**src/rtl/react_game_fsm.sv**
```systemverilog
// ---------------------------------------------------------------------------
// react_game_fsm
// Reaction-time game controller feeding the VGA drawing FSM. Sequences
// menu (blue) -> wait (red, random length) -> go (green) -> score screens and
// measures the player's reaction time in milliseconds from green onset.
//
// Ports
//   clk           system clock
//   iResetn       synchronous reset, active-low
//   keyPress      player key (level, already synchronised, active-high)
//   reactScreen   0=menu 1=wait 2=go 3=score (registered copy of the state)
//   currentScore  last reaction time in ms (0 after an early press)
//   oScoreValid   one-cycle pulse in the cycle the score screen is entered
//   oEarly        high while on the score screen after a premature press
//   oBestScore    best (lowest) valid score since reset
//
// Optional feature macro: REACT_BEST_EN
//   defined   -> oBestScore tracks the lowest non-early, non-zero score
//   undefined -> oBestScore is tied to zero, no best-score register
// ---------------------------------------------------------------------------
module react_game_fsm #(
  parameter int TICKS_PER_MS = 50000,
  parameter int MIN_DELAY_MS = 1000,
  parameter int RAND_BITS    = 11,
  parameter int MAX_SCORE    = 999
) (
  input  logic        clk,
  input  logic        iResetn,
  input  logic        keyPress,
  output logic [1:0]  reactScreen,
  output logic [11:0] currentScore,
  output logic        oScoreValid,
  output logic        oEarly,
  output logic [11:0] oBestScore
);

  localparam int PW = (TICKS_PER_MS > 1) ? $clog2(TICKS_PER_MS) : 1;

  typedef enum logic [1:0] {
    S_MENU  = 2'd0,
    S_WAIT  = 2'd1,
    S_GO    = 2'd2,
    S_SCORE = 2'd3
  } state_t;

  state_t        state_r;
  state_t        state_s;
  logic          keyPrev_r;
  logic          press_r;
  logic [15:0]   lfsr_r;
  logic [PW-1:0] prescaler_r;
  logic [PW-1:0] prescaler_s;
  logic          msTick_s;
  logic [11:0]   delayMs_r;
  logic [11:0]   delayMs_s;
  logic [11:0]   msCount_r;
  logic [11:0]   msCount_s;
  logic [11:0]   score_s;
  logic          early_s;
  logic          scoreValid_s;

  // Fibonacci LFSR step, taps 16,14,13,11 (bits 0,2,3,5 in right-shift form).
  function automatic logic [15:0] lfsrStep(input logic [15:0] v);
    return {v[0] ^ v[2] ^ v[3] ^ v[5], v[15:1]};
  endfunction

  assign msTick_s = (prescaler_r == PW'(TICKS_PER_MS - 1));

  // Next-state and next-datapath logic for the game sequencer.
  always_comb begin
    state_s      = state_r;
    delayMs_s    = delayMs_r;
    msCount_s    = msCount_r;
    score_s      = currentScore;
    early_s      = oEarly;
    scoreValid_s = 1'b0;
    if (msTick_s) begin
      prescaler_s = '0;
    end else begin
      prescaler_s = prescaler_r + PW'(1);
    end
    case (state_r)
      S_MENU: begin
        if (press_r) begin
          state_s     = S_WAIT;
          delayMs_s   = 12'(MIN_DELAY_MS) + 12'(lfsr_r[RAND_BITS-1:0]);
          prescaler_s = '0;
        end else begin
          state_s = S_MENU;
        end
      end
      S_WAIT: begin
        // A press beats an expiry landing in the same cycle.
        if (press_r) begin
          state_s      = S_SCORE;
          score_s      = 12'd0;
          early_s      = 1'b1;
          scoreValid_s = 1'b1;
        end else if (msTick_s) begin
          // The tick that would take the count to zero ends the wait.
          if (delayMs_r <= 12'd1) begin
            state_s     = S_GO;
            msCount_s   = 12'd0;
            prescaler_s = '0;
          end else begin
            delayMs_s = delayMs_r - 12'd1;
          end
        end else begin
          state_s = S_WAIT;
        end
      end
      S_GO: begin
        // Press coincident with a tick reports the pre-increment count.
        if (press_r) begin
          state_s      = S_SCORE;
          score_s      = msCount_r;
          early_s      = 1'b0;
          scoreValid_s = 1'b1;
        end else if (msTick_s) begin
          if (msCount_r >= 12'(MAX_SCORE - 1)) begin
            state_s      = S_SCORE;
            msCount_s    = 12'(MAX_SCORE);
            score_s      = 12'(MAX_SCORE);
            early_s      = 1'b0;
            scoreValid_s = 1'b1;
          end else begin
            msCount_s = msCount_r + 12'd1;
          end
        end else begin
          state_s = S_GO;
        end
      end
      S_SCORE: begin
        if (press_r) begin
          state_s = S_MENU;
          early_s = 1'b0;
        end else begin
          state_s = S_SCORE;
        end
      end
      default: begin
        state_s = S_MENU;
        early_s = 1'b0;
      end
    endcase
  end

  // State, datapath and registered outputs.
  always_ff @(posedge clk) begin
    if (!iResetn) begin
      state_r      <= S_MENU;
      reactScreen  <= 2'd0;
      keyPrev_r    <= 1'b0;
      press_r      <= 1'b0;
      lfsr_r       <= 16'hACE1;
      prescaler_r  <= '0;
      delayMs_r    <= 12'd0;
      msCount_r    <= 12'd0;
      currentScore <= 12'd0;
      oScoreValid  <= 1'b0;
      oEarly       <= 1'b0;
    end else begin
      state_r      <= state_s;
      reactScreen  <= state_s;
      keyPrev_r    <= keyPress;
      press_r      <= keyPress & ~keyPrev_r;
      lfsr_r       <= lfsrStep(lfsr_r);
      prescaler_r  <= prescaler_s;
      delayMs_r    <= delayMs_s;
      msCount_r    <= msCount_s;
      currentScore <= score_s;
      oScoreValid  <= scoreValid_s;
      oEarly       <= early_s;
    end
  end

`ifdef REACT_BEST_EN
  logic [11:0] best_r;

  // Best-score tracker; zero means no valid score yet.
  always_ff @(posedge clk) begin
    if (!iResetn) begin
      best_r <= 12'd0;
    end else if (scoreValid_s && !early_s && (score_s != 12'd0) &&
                 ((best_r == 12'd0) || (score_s < best_r))) begin
      best_r <= score_s;
    end else begin
      best_r <= best_r;
    end
  end

  assign oBestScore = best_r;
`else
  assign oBestScore = 12'd0;
`endif

endmodule

```
**config.mk**
```make
export PLATFORM = sky130hd
export DESIGN_NAME = react_game_fsm
export DESIGN_NICKNAME = d
export VERILOG_FILES = /design/src/rtl/react_game_fsm.sv
export SDC_FILE = /design/constraint.sdc
export NUM_CORES = 1
export LEC_CHECK = 0
export ABC_AREA = 1
export CAP_MARGIN = 20
export CORE_UTILIZATION = 45
export CTS_BUF_LIST = sky130_fd_sc_hd__clkbuf_8
export CTS_CLUSTER_DIAMETER = 60
export DETAILED_ROUTE_END_ITERATION = 6
export PLACE_DENSITY = 0.73
export SKIP_LAST_GASP = 1
export SYNTH_ARGS = -nofsm -noshare
export SYNTH_HDL_FRONTEND = slang
export SYNTH_SLANG_ARGS = --single-unit
```
**constraint.sdc**
```tcl
create_clock -name clk -period 1.8 [get_ports clk]
set_clock_uncertainty 0.15 [all_clocks]
set_input_delay 0.18 -clock clk [delete_from_list [all_inputs] [get_ports clk]]
set_output_delay 0.18 -clock clk [all_outputs]
set_load 0.005 [all_outputs]
```
==> impl_metrics.ini, run 1 <==
[synthesis]
synth-compound-area-share = 0.0864
synthAdderAreaFrac = 0.0313
yosys_register_bits = 74
synth_area_per_cell_um2 = 6.64
synth_top_family_by_area = simple AND/OR/NAND/NOR gates
synth_xor_area_frac = 0.0263
synth_simple_gate_area_share = 0.366
ys_seq_area_frac = 0.371
synthCells = 602
ys_warn_count = 0
syn_area_um2 = 4000
synth_top_flop_cell = dfxtp_1
ys_types = 37
synth_edf_count = 0
synthArstFlopShare = 0
yosys-mux-area-fraction = 0

[cts]
clockRootBuffer = clkbuf_8
cts_hold_buf = 0
insertion_delay_ns = 0.36
cts_tree = yes
clock-sinks = 74
clkSlewWorstSetupHoldPaths_ns = 0.07
cts_max_path_buffers = 2
cts_buffers = 9
cts_max_level = 3

[place]
hpwl_mm = 6.10
placement.setup.worst_slack_ns = -0.0440
portBuffers = 18
dp.cells = 739
gp_congestion = 0.906

[detailed_routing]
top_layer_used = met4
dr.pass1.iters = 5
drc = 0
vias_per_cell = 5.00
wl_met1_mm = 4.19
via_count = 3804
wl_mm = 9.22
wl_met2_mm = 4.40
dr_wl_met3_um = 455
wire_per_inst_um = 12.1
drt_iter0_drc = 228
ant_nets = 0

[setup_path]
critical_path.max_fanout = 5
arrival_ns = 1.92
cp.required_ns = 1.91
crit_chain = inv_1 -> ha_4 -> nor2_2 -> nor2_2 -> buf_4 -> nand4_1 -> nand2_1 -> nor2_1
path_class = reg -> reg
reg2regPathDepth = 8
reg2reg_slack_ns = -0.02
cpMostUsedCell = nor2_2
critPathMaxStageDelay_ns = 0.36
crit_slowest_cell = dfxtp_4
start_kind = flop
timing.rr.end = currentScore[1]
cp-end-kind = flop
r2r_start = state_r[0]

[global_routing]
grt_pass1_wl_mm = 14.3
antenna_found_initial = 0
track_usage = 0.199
grt_pass1_vias = 3401
grt.overflow.total = 0
grt_max_degree = 26

[sta]
slew_violations = 0
period_needed_ns = 1.82
setup_viol = 3
fmax_ghz = 0.550
layout_setup_ws_ns = -0.0185
hold_viol_final = 0
period_share = 1.01
rsz0062_at_grt = yes

[die]
core_area_um2 = 8680
rows = 34
initial_core_util = 0.460
die-area_um2 = 9260
die-height_um = 96.2
die_w_um = 96.2
io_pins = 31

[power_and_ir_drop]
fin_total_pwr_mw = 4.10
leakagePower_nw = 2.18
irDropWorstVdd_mv = 0.428
cellPowerDensity_nw_per_um2 = 835

[final_layout]
layout_commonest_cell = nand2_1
multi_input_area_um2 = 2300
regArea_um2 = 1500
antenna_cells = 0
stdcell_count = 761
area_delta_synth_final_pct = 23.1
final_layout_size_suffix_gt1_frac = 0.185
fillers = 809
nNetsFinal = 661
layout_common_cells = nand2_1, nor2_1, dfxtp_1

[min_path]
hold_path_depth = 1
min_to = press_r
min_path_type = reg -> reg
hold_path.startpoint = keyPrev_r

[flow_run]
max-cap-violations = 0

[status]
status = finished, violations left
violations = negative setup slack
[kinds of logic after synthesis]
family                     after synthesis
DFF                                     74
other                                    1
and+or+nand+nor                        339
adders and majority gates               10
AOI/OAI and AO/OA                       67
buffers and inverters                   99
xor gates and xnor gates                12
[flip-flops by register name, summed over array words and instances, names as in the netlist]
| name | cells |
|---|---|
| lfsr_r | 16 |
| prescaler_r | 16 |
| currentScore | 12 |
| delayMs_r | 12 |
| msCount_r | 12 |
| state_r | 2 |
| keyPrev_r | 1 |
| oEarly | 1 |
| oScoreValid | 1 |
| press_r | 1 |
[Yosys cell counts, types with 6 or more instances]
cell type / n / area share
nand2_1: 174 / 0.16
a21oi_1: 36 / 0.045
o21ai_0: 25 / 0.031
nand3_1: 34 / 0.043
buf_4: 17 / 0.032
nand4_1: 6 / 0.0094
clkbuf_1: 6 / 0.0056
inv_1: 65 / 0.061
nor2_1: 90 / 0.085
or2_2: 8 / 0.013
xor2_1: 7 / 0.015
nor3_1: 8 / 0.010
ha_1: 10 / 0.031
dfxtp_1: 74 / 0.37
[final cells by class]
cell class	instances	share of cell area
clock buffers	11	0.0308
repair inverters	1	0.00153
clock inverters	5	0.0206
flip-flops and latches	74	0.305
repair buffers	49	0.0934
well taps	108	0.0275
multi-input cells	443	0.467
inverters	70	0.0545
[metal layers]
metal,up-vias,global-route usage
met5,-,0
met4,0,0.0771
met3,23,0.0419
met2,108,0.342
met1,1713,0.241
li1,1960,-
[worst max-delay path by stage]
stage	startpoint	to	slack, ns
after global routing	state_r[0]	oEarly	-0.07
final	state_r[0]	currentScore[1]	-0.02
after global placement	prescaler_r[0]	delayMs_r[1]	0.001
after detailed placement	prescaler_r[0]	delayMs_r[0]	-0.04
after floorplan	state_r[1]	prescaler_r[13]	0.005
after CTS	prescaler_r[0]	delayMs_r[7]	0.0007
[per-stage QoR]
stage	TNS (ns)	utilization	instance area, um^2	hold slack (ns)
floorplan	0	-	4040	0.141
global placement	0	0.506	4390	0.223
detailed placement	-0.120	0.506	4390	0.229
CTS	0	0.538	4670	0.234
global route	-1.10	0.567	4920	0.251
finish	-0.0298	0.567	4920	0.231
[power by group]
part,switching (mW),internal [mW]
Sequential,0.0606,1.71
Clock,0.631,0.992
Combinational,0.407,0.300
Total,1.10,3.01
[worst max-delay path, delay by kind of cell, from the launching register on]
kind	cells	cell delay (ns)
and+or+nand+nor	5	0.61
buffers and inverters	2	0.38
DFF	1	0.36
adders and majority gates	1	0.21
[timing repair]
item | 4_1_cts | 5_1_grt
gates cloned | 1 | 4
resized for setup | 7 | 56
pin swaps | 2 | 5
endpoints found under the setup margin | 16 | 54
setup buffers | 0 | 1
No activity file was read; power rests on OpenSTA's default activity.
==> run 2: changes to the inputs <==
Settings changed: CORE_ASPECT_RATIO set to 1.1.
==> impl_metrics.ini, run 2 (synthesis results as in run 1) <==
[final_layout]
antenna_cells = 0
fillers = 795
layout_commonest_cell = nand2_1
regArea_um2 = 1490
layout_common_cells = nand2_1, nor2_1, dfxtp_1
nNetsFinal = 660
final_area_um2 = 4810
multi_input_area_um2 = 2170
final_layout_size_suffix_gt1_frac = 0.153
area_delta_synth_final_pct = 20.3
largestRegisters = lfsr_r: 16 flops, prescaler_r: 16 flops

[sta]
rsz0062_at_grt = yes
fmax_ghz = 0.569
setup_viol = 0
hold_viol_final = 0
period_share = 0.976
slew_violations = 0
layout_setup_ws_ns = 0.0432
period_needed_ns = 1.76

[cts]
clkSlewWorstSetupHoldPaths_ns = 0.08
cts_tree = yes
cts_max_level = 3
cts_max_path_buffers = 2
clock-sinks = 74
cts_buffers = 9
clockRootBuffer = clkbuf_8
insertion_delay_ns = 0.36

[detailed_routing]
ant_nets = 0
wl_mm = 8.65
dr.pass1.iters = 4
drc = 0
via_count = 3684
wire_per_inst_um = 11.3
drt_iter0_drc = 159
vias_per_cell = 4.83

[global_routing]
grt.overflow.total = 0
grt_max_degree = 30
track_usage = 0.197
grt_pass1_vias = 3387
antenna_found_initial = 0
grt_pass1_wl_mm = 14.7

[flow_run]
max-cap-violations = 0

[die]
io_pins = 31
rows = 35
initial_core_util = 0.470
die-area_um2 = 9260
core_area_um2 = 8500
die_w_um = 91.8
die-height_um = 101

[power_and_ir_drop]
fin_total_pwr_mw = 4.15
cellPowerDensity_nw_per_um2 = 864
leakagePower_nw = 2.18
irDropWorstVdd_mv = 0.363

[place]
hpwl_mm = 6.08
portBuffers = 18
placement.setup.worst_slack_ns = -0.0415
postPlaceCellArea_um2 = 4420
gp_congestion = 0.886

[setup_path]
arrival_ns = 1.89
critical_path.max_fanout = 5
path_class = reg -> reg
crit_chain = ha_2 -> nand3_2 -> nor2_1 -> nand3_1 -> nand2_2 -> nand2_2 -> nor2_4 -> nand2_1 -> a21oi_1
cp.required_ns = 1.93
start_kind = flop
critPathMaxStageDelay_ns = 0.34
cpMostUsedCell = nand2_2
crit_family = simple AND/OR/NAND/NOR gates
cp-end-kind = flop
crit_slowest_cell = dfxtp_2
cp_num_buf_inv = 0

[min_path]
min_path_type = reg -> reg

[status]
status = finished, final reports clean
[run 2: power breakdown]
group	leakage, nW	total, mW	internal, mW	switching, mW
Clock	0.138	1.71	1.09	0.623
Sequential	0.606	1.77	1.71	0.0557
Combinational	1.44	0.669	0.287	0.383
[run 2: per-layer routing]
| layer | track usage | part of all wire |
|---|---|---|
| met1 | 0.246 | 0.48 |
| met2 | 0.332 | 0.48 |
| met3 | 0.0430 | 0.030 |
| met4 | 0.0757 | 0.017 |
| met5 | 0 | 0 |
[run 2: through the flow]
stage,setup TNS (ns),util,cells,hold slack (ns)
2_1_floorplan,0,-,613,0.141
3_3_place_gp,0,0.520,742,0.225
3_5_place_dp,-0.154,0.520,742,0.226
4_1_cts,-0.0165,0.554,759,0.233
5_1_grt,-1.10,0.566,763,0.241
6_report,0,0.566,763,0.226
[run 2: layout make-up]
class	count	area share
clock inverters	6	0.0268
inverters	70	0.0552
flip-flops and latches	74	0.310
multi-input cells	441	0.451
well taps	111	0.0289
clock buffers	10	0.0286
repair buffers	51	0.0995
[run 2: worst paths after layout]
kind,from,endpoint,slack (ns),depth (start not counted)
setup / recovery,prescaler_r[0],delayMs_r[3],0.04,9
hold / removal,keyPrev_r,press_r,0.23,1
setup reg to reg,prescaler_r[0],delayMs_r[3],0.04,9
hold reg to reg,keyPrev_r,press_r,0.23,1
[run 2: timing repair]
| action | 4_1_cts | 5_1_grt |
|---|---|---|
| hold buffers | 0 | 0 |
| endpoints found under the setup margin | 17 | 45 |
| pin swaps | 3 | 2 |
| cloned | 1 | 0 |
| setup buffers | 0 | 4 |
| gates resized for setup | 6 | 24 |
==> variant 1, RTL diff (settings of run 1) <==
Set the parameter `TICKS_PER_MS` to 25000 (it was 50000).
--- a/src/rtl/react_game_fsm.sv
+++ b/src/rtl/react_game_fsm.sv
@@ -19,7 +19,7 @@
 //   undefined -> oBestScore is tied to zero, no best-score register
 // ---------------------------------------------------------------------------
 module react_game_fsm #(
-  parameter int TICKS_PER_MS = 50000,
+  parameter int TICKS_PER_MS = 25000,
   parameter int MIN_DELAY_MS = 1000,
   parameter int RAND_BITS    = 11,
   parameter int MAX_SCORE    = 999
Function: same outputs for any inputs over 10 cycles, from zero or initial values and one cycle with iResetn low; that may be too few to reach the edited logic, so the function may still have changed.
==> variant 1 against run 1 <==
- power fell by 2.5%
- largest cell class unchanged
- wire length increased by 5.4%
- area after synthesis rose by 1.4%
- setup slack got worse by 0.039 ns
- the run still ends with setup timing left
- sequential cell count fell by 1
- design area rose by 6.0%
- combinational power rose by 3%
==> variant 1: results (changes against run 1) <==
Status
  – Status: finished, violations left
  – Failing checks: setup timing

Global routing
  – GRT met3 Usage: 3.25% (-0.93 points)
  – Total track usage: 20.0% (+0.13 points)
  – Met1 Track Usage GR: 25.3% (+1.2 points)
  – Met2 Resource Use GR: 34.5% (+0.23 points)
  – First-pass GRT wire length: 15600 um (+9.2%)
  – Pin count of the biggest net entering global routing: 20 (-23%)

Clock tree
  – Clock sinks: 73 (-1.4%)

Finish
  – Comb_multi_in: 425 (-4.1%)
  – Fraction of area in multi-input gates: 45.5% (-1.2 points)
  – Fraction of area in registers: 28.2% (-2.3 points)
  – Signal inverters: 68 (-4.2%)
  – Count of plain and timing-repair buffers: 80 (+63%)
  – Non-clock buffer share: 14.1% (+4.8 points)
  – Top flop regs: lfsr_r: 16 flops, prescaler_r: 15 flops
  – Clkbuf count: 9 (-2)
  – # nets final: 670 (+1.4%)
  – Number of fill cells: 757 (-6.4%)

Synth
  – Seq/Total Area, Yosys: 36.1% (-1.0 points)
  – Commonest cells in the synthesized netlist: 145 x nand2_1, 73 x dfxtp_1, 62 x nor2_1
  – Post-Synth Adder-Cell Area: 3.09% (-0.043 points)
  – Xor/xnor share of the synthesized area: 3.24% (+0.61 points)
  – Post-synthesis compound-gate area fraction: 12.0% (+3.3 points)
  – Top post-synthesis cells by area: dfxtp_1 36%, nand2_1 13%, nor2_1 5.7%, inv_1 5.6%, a21oi_1 5.4%
  – Unique masters post-synth: 35 (-5.4%)

Timing
  – Final setup viols: 18 (+15)
  – Post-route setup slack: -0.0571 ns (-0.0386 ns)

Critical path
  – Crit path max-delay cell type: dfxtp_2

Pwr
  – Static Leak: 2.26 nW (+3.5%)
  – Peak supply drop: 0.000509 V (+19%)

Routing
  – Initial drt markers: 152 (-33%)
  – Final WL: 9710 um (+5.4%)
  – Met2 wire length: 4770 um (+8.4%)
  – Metal3 WL: 362 um (-20%)

Placed design
  – Dpl hpwl: 6640 um (+8.8%)
  – RePlAce Congestion: 0.854 (-5.8%)
-- variant 1: per-stage QoR --
stage	TNS, ns	instances	instance area, um2
finish	-0.575	770	5210
detailed placement	-0.379	744	4600
floorplan	0	599	4090
global placement	-0.0373	744	4600
global route	-2.16	770	5210
CTS	-0.0329	763	4900
-- variant 1: path summary, 6_finish.rpt --
kind | startpoint | end | slack, ns | depth (start not counted)
setup / recovery | prescaler_r[0]$_SDFF_PN0_ | delayMs_r[7]$_SDFFE_PN0P_ | -0.06 | 12
hold / removal | keyPrev_r$_SDFF_PN0_ | press_r$_SDFF_PN0_ | 0.24 | 1
hold reg to reg | keyPrev_r$_SDFF_PN0_ | press_r$_SDFF_PN0_ | 0.24 | 1
setup reg to reg | prescaler_r[0]$_SDFF_PN0_ | delayMs_r[7]$_SDFFE_PN0P_ | -0.06 | 12
-- variant 1: cell families after synthesis --
| group | count (synthesis) |
|---|---|
| simple gates | 304 |
| fa+ha+maj | 10 |
| flops | 73 |
| xor+xnor | 15 |
| compound gates | 84 |
| other cells | 1 |
| buf+inv | 101 |
-- variant 1: what timing repair did --
| action | CTS | global route |
|---|---|---|
| pin swaps | 1 | 18 |
| endpoints found under the hold margin | 0 | 0 |
| resized for setup | 6 | 62 |
| cloned | 0 | 2 |
| setup endpoints to repair | 22 | 43 |
| buffers inserted | 3 | 5 |
-- variant 1: worst register-to-register path, stage by stage (launching register included) --
cell and delay (ns):
dfxtp_2 0.36, ha_4 0.16, nand2_4 0.06, inv_2 0.07, nand2_2 0.06, nor2_4 0.15
nand3_2 0.12, nand2_4 0.12, nand2_4 0.05, nor2_4 0.16, clkbuf_16 0.19, nand2_2 0.05
a21oi_2 0.10
-- variant 1: power breakdown --
part	internal [mW]	switching, mW
logic	0.314	0.412
clock network	0.920	0.636
registers	1.67	0.0467
total	2.91	1.09
==> variant 2, RTL diff (settings of run 1) <==
Made on the original files. Add an input register stage for `keyPress`; this delays it by one clock.
--- a/src/rtl/react_game_fsm.sv
+++ b/src/rtl/react_game_fsm.sv
@@ -43,6 +43,12 @@
     S_SCORE = 2'd3
   } state_t;
 
+  logic keyPress_q;
+
+  always_ff @(posedge clk) begin
+    keyPress_q <= keyPress;
+  end
+
   state_t        state_r;
   state_t        state_s;
   logic          keyPrev_r;
@@ -162,8 +168,8 @@
     end else begin
       state_r      <= state_s;
       reactScreen  <= state_s;
-      keyPrev_r    <= keyPress;
-      press_r      <= keyPress & ~keyPrev_r;
+      keyPrev_r    <= keyPress_q;
+      press_r      <= keyPress_q & ~keyPrev_r;
       lfsr_r       <= lfsrStep(lfsr_r);
       prescaler_r  <= prescaler_s;
       delayMs_r    <= delayMs_s;
Formal check against the unedited RTL: not equivalent (Yosys sat finds a counterexample within 4 cycles, from zero or initial values and one cycle with iResetn low).
==> variant 2 against run 1 <==
- die area up 0.50%
- global-route usage decreased by 0.052 points
- worst hold slack lost 0.093 ns
- setup slack improved by 0.11 ns
- sequential cell count rose by 1
- area after synthesis is 0.50% higher
- utilization down 0.14 points
- wire length shrank 2.4%
- power decreased by 7.7%
- first-iteration DRC count down 32%
- design area decreased by 0.25%
==> variant 2: results (changes against run 1) <==
Status
  – Status: completed

Synth
  – Post-Synth Adder-Cell Area: 3.12% (-0.016 points)
  – Mean Syn Cell Area: 6.66 um2 (+0.33%)
  – Seq/Total Area, Yosys: 37.4% (+0.31 points)
  – Mux cell area share after synthesis: 0% (unchanged)
  – Commonest cells in the synthesized netlist: 174 x nand2_1, 90 x nor2_1, 75 x dfxtp_1
  – Xor/xnor share of the synthesized area: 2.62% (-0.013 points)
  – Post-synthesis compound-gate area fraction: 8.60% (-0.043 points)
  – Top post-synthesis cells by area: dfxtp_1 37%, nand2_1 16%, nor2_1 8.4%, inv_1 6.1%, a21oi_1 4.5%

Clock tree
  – Worst skew pair latency: 0.34 ns (-0.02 ns)
  – PostCTS Resize Cnt: 8 (+1)
  – Setup bufs post-CTS: 0 (unchanged)

Placed design
  – DP Worst Slack: -0.0126 ns (+0.0314 ns)
  – Placed cells: 747 (+1.1%)
  – Post-DP Area: 0.00446 mm2 (+1.7%)
  – RePlAce Congestion: 0.881 (-2.8%)
  – Dpl hpwl: 6260 um (+2.6%)

Min path
  – Worst min-delay path class: primary input to flop

Global routing
  – First-pass GRT wire length: 14500 um (+1.4%)
  – Vias in the first global route: 3481 (+2.4%)
  – Total track usage: 19.8% (-0.052 points)

Pwr
  – Static Leak: 2.20 nW (+0.72%)
  – Sequential power share: 47.5% (+4.3 points)
  – Comb power: 0.709 mW (about the same)
  – Peak supply drop: 0.000419 V (-2.1%)
  – Comb pwr share: 18.7% (+1.5 points)
  – Switching power: 1.05 mW (-4.4%)

Timing
  – Fmax: 584 MHz (+6.2%)

Critical path
  – R2R Setup Slk: 0.09 ns (+0.11 ns)
  – Crit path max fanout: 6 (+1)
  – CP arrival: 1.83 ns (-0.09 ns)
  – Crit path max-delay cell type: dfxtp_2
  – Crit start category: flop
  – End point of the critical path: msCount_r[5]$_SDFFE_PN0P_

Finish
  – Count of plain and timing-repair buffers: 57 (+16%)
  – Non-clock buffer share: 10.3% (+0.97 points)
  – Sequential cell count: 75 (+1.4%)
  – Fin area: 0.00490 mm2 (-0.25%)
  – Clock buf/inv share: 3.85% (-1.3 points)
  – Fraction of area in registers: 30.9% (+0.49 points)
  – Layout cells sized above 1: 18.4% (-0.17 points)
  – Layout Utilization: 56.5% (-0.14 points)
  – Number of fill cells: 822 (+1.6%)
  – Area of the multi-input gates: 0.00228 mm2 (-0.54%)

Flow run
  – Max-Cap Viols: 0 (unchanged)

Routing
  – Vias post-DR: 3813 (+0.24%)
  – Wire per inst: 11.7 um (-3.1%)
  – Via density: 4.97 (-0.55%)
  – Initial drt markers: 155 (-32%)
  – DRT Pass-1 Iters: 4 (-1)
-- variant 2: routing by layer --
layer / track usage [%] / wire length [um] / vias up
met5: 0 / 0 / -
met4: 9.44 / 206 / 0
met3: 3.05 / 343 / 19
met2: 35.2 / 4350 / 89
met1: 23.3 / 4090 / 1728
li1: - / - / 1977
-- variant 2: worst min-delay path by stage --
| stage | endpoint | slack (ns) | cells past startpoint | start |
|---|---|---|---|---|
| floorplan | keyPress_q$_DFF_P_ | 0.06 | 0 | keyPress |
| global route | keyPress_q$_DFF_P_ | 0.14 | 1 | keyPress |
| finish | keyPress_q$_DFF_P_ | 0.14 | 1 | keyPress |
| global placement | press_r$_SDFF_PN0_ | 0.22 | 1 | keyPrev_r$_SDFF_PN0_ |
| detailed placement | press_r$_SDFF_PN0_ | 0.23 | 1 | keyPrev_r$_SDFF_PN0_ |
| CTS | keyPress_q$_DFF_P_ | 0.13 | 1 | keyPress |
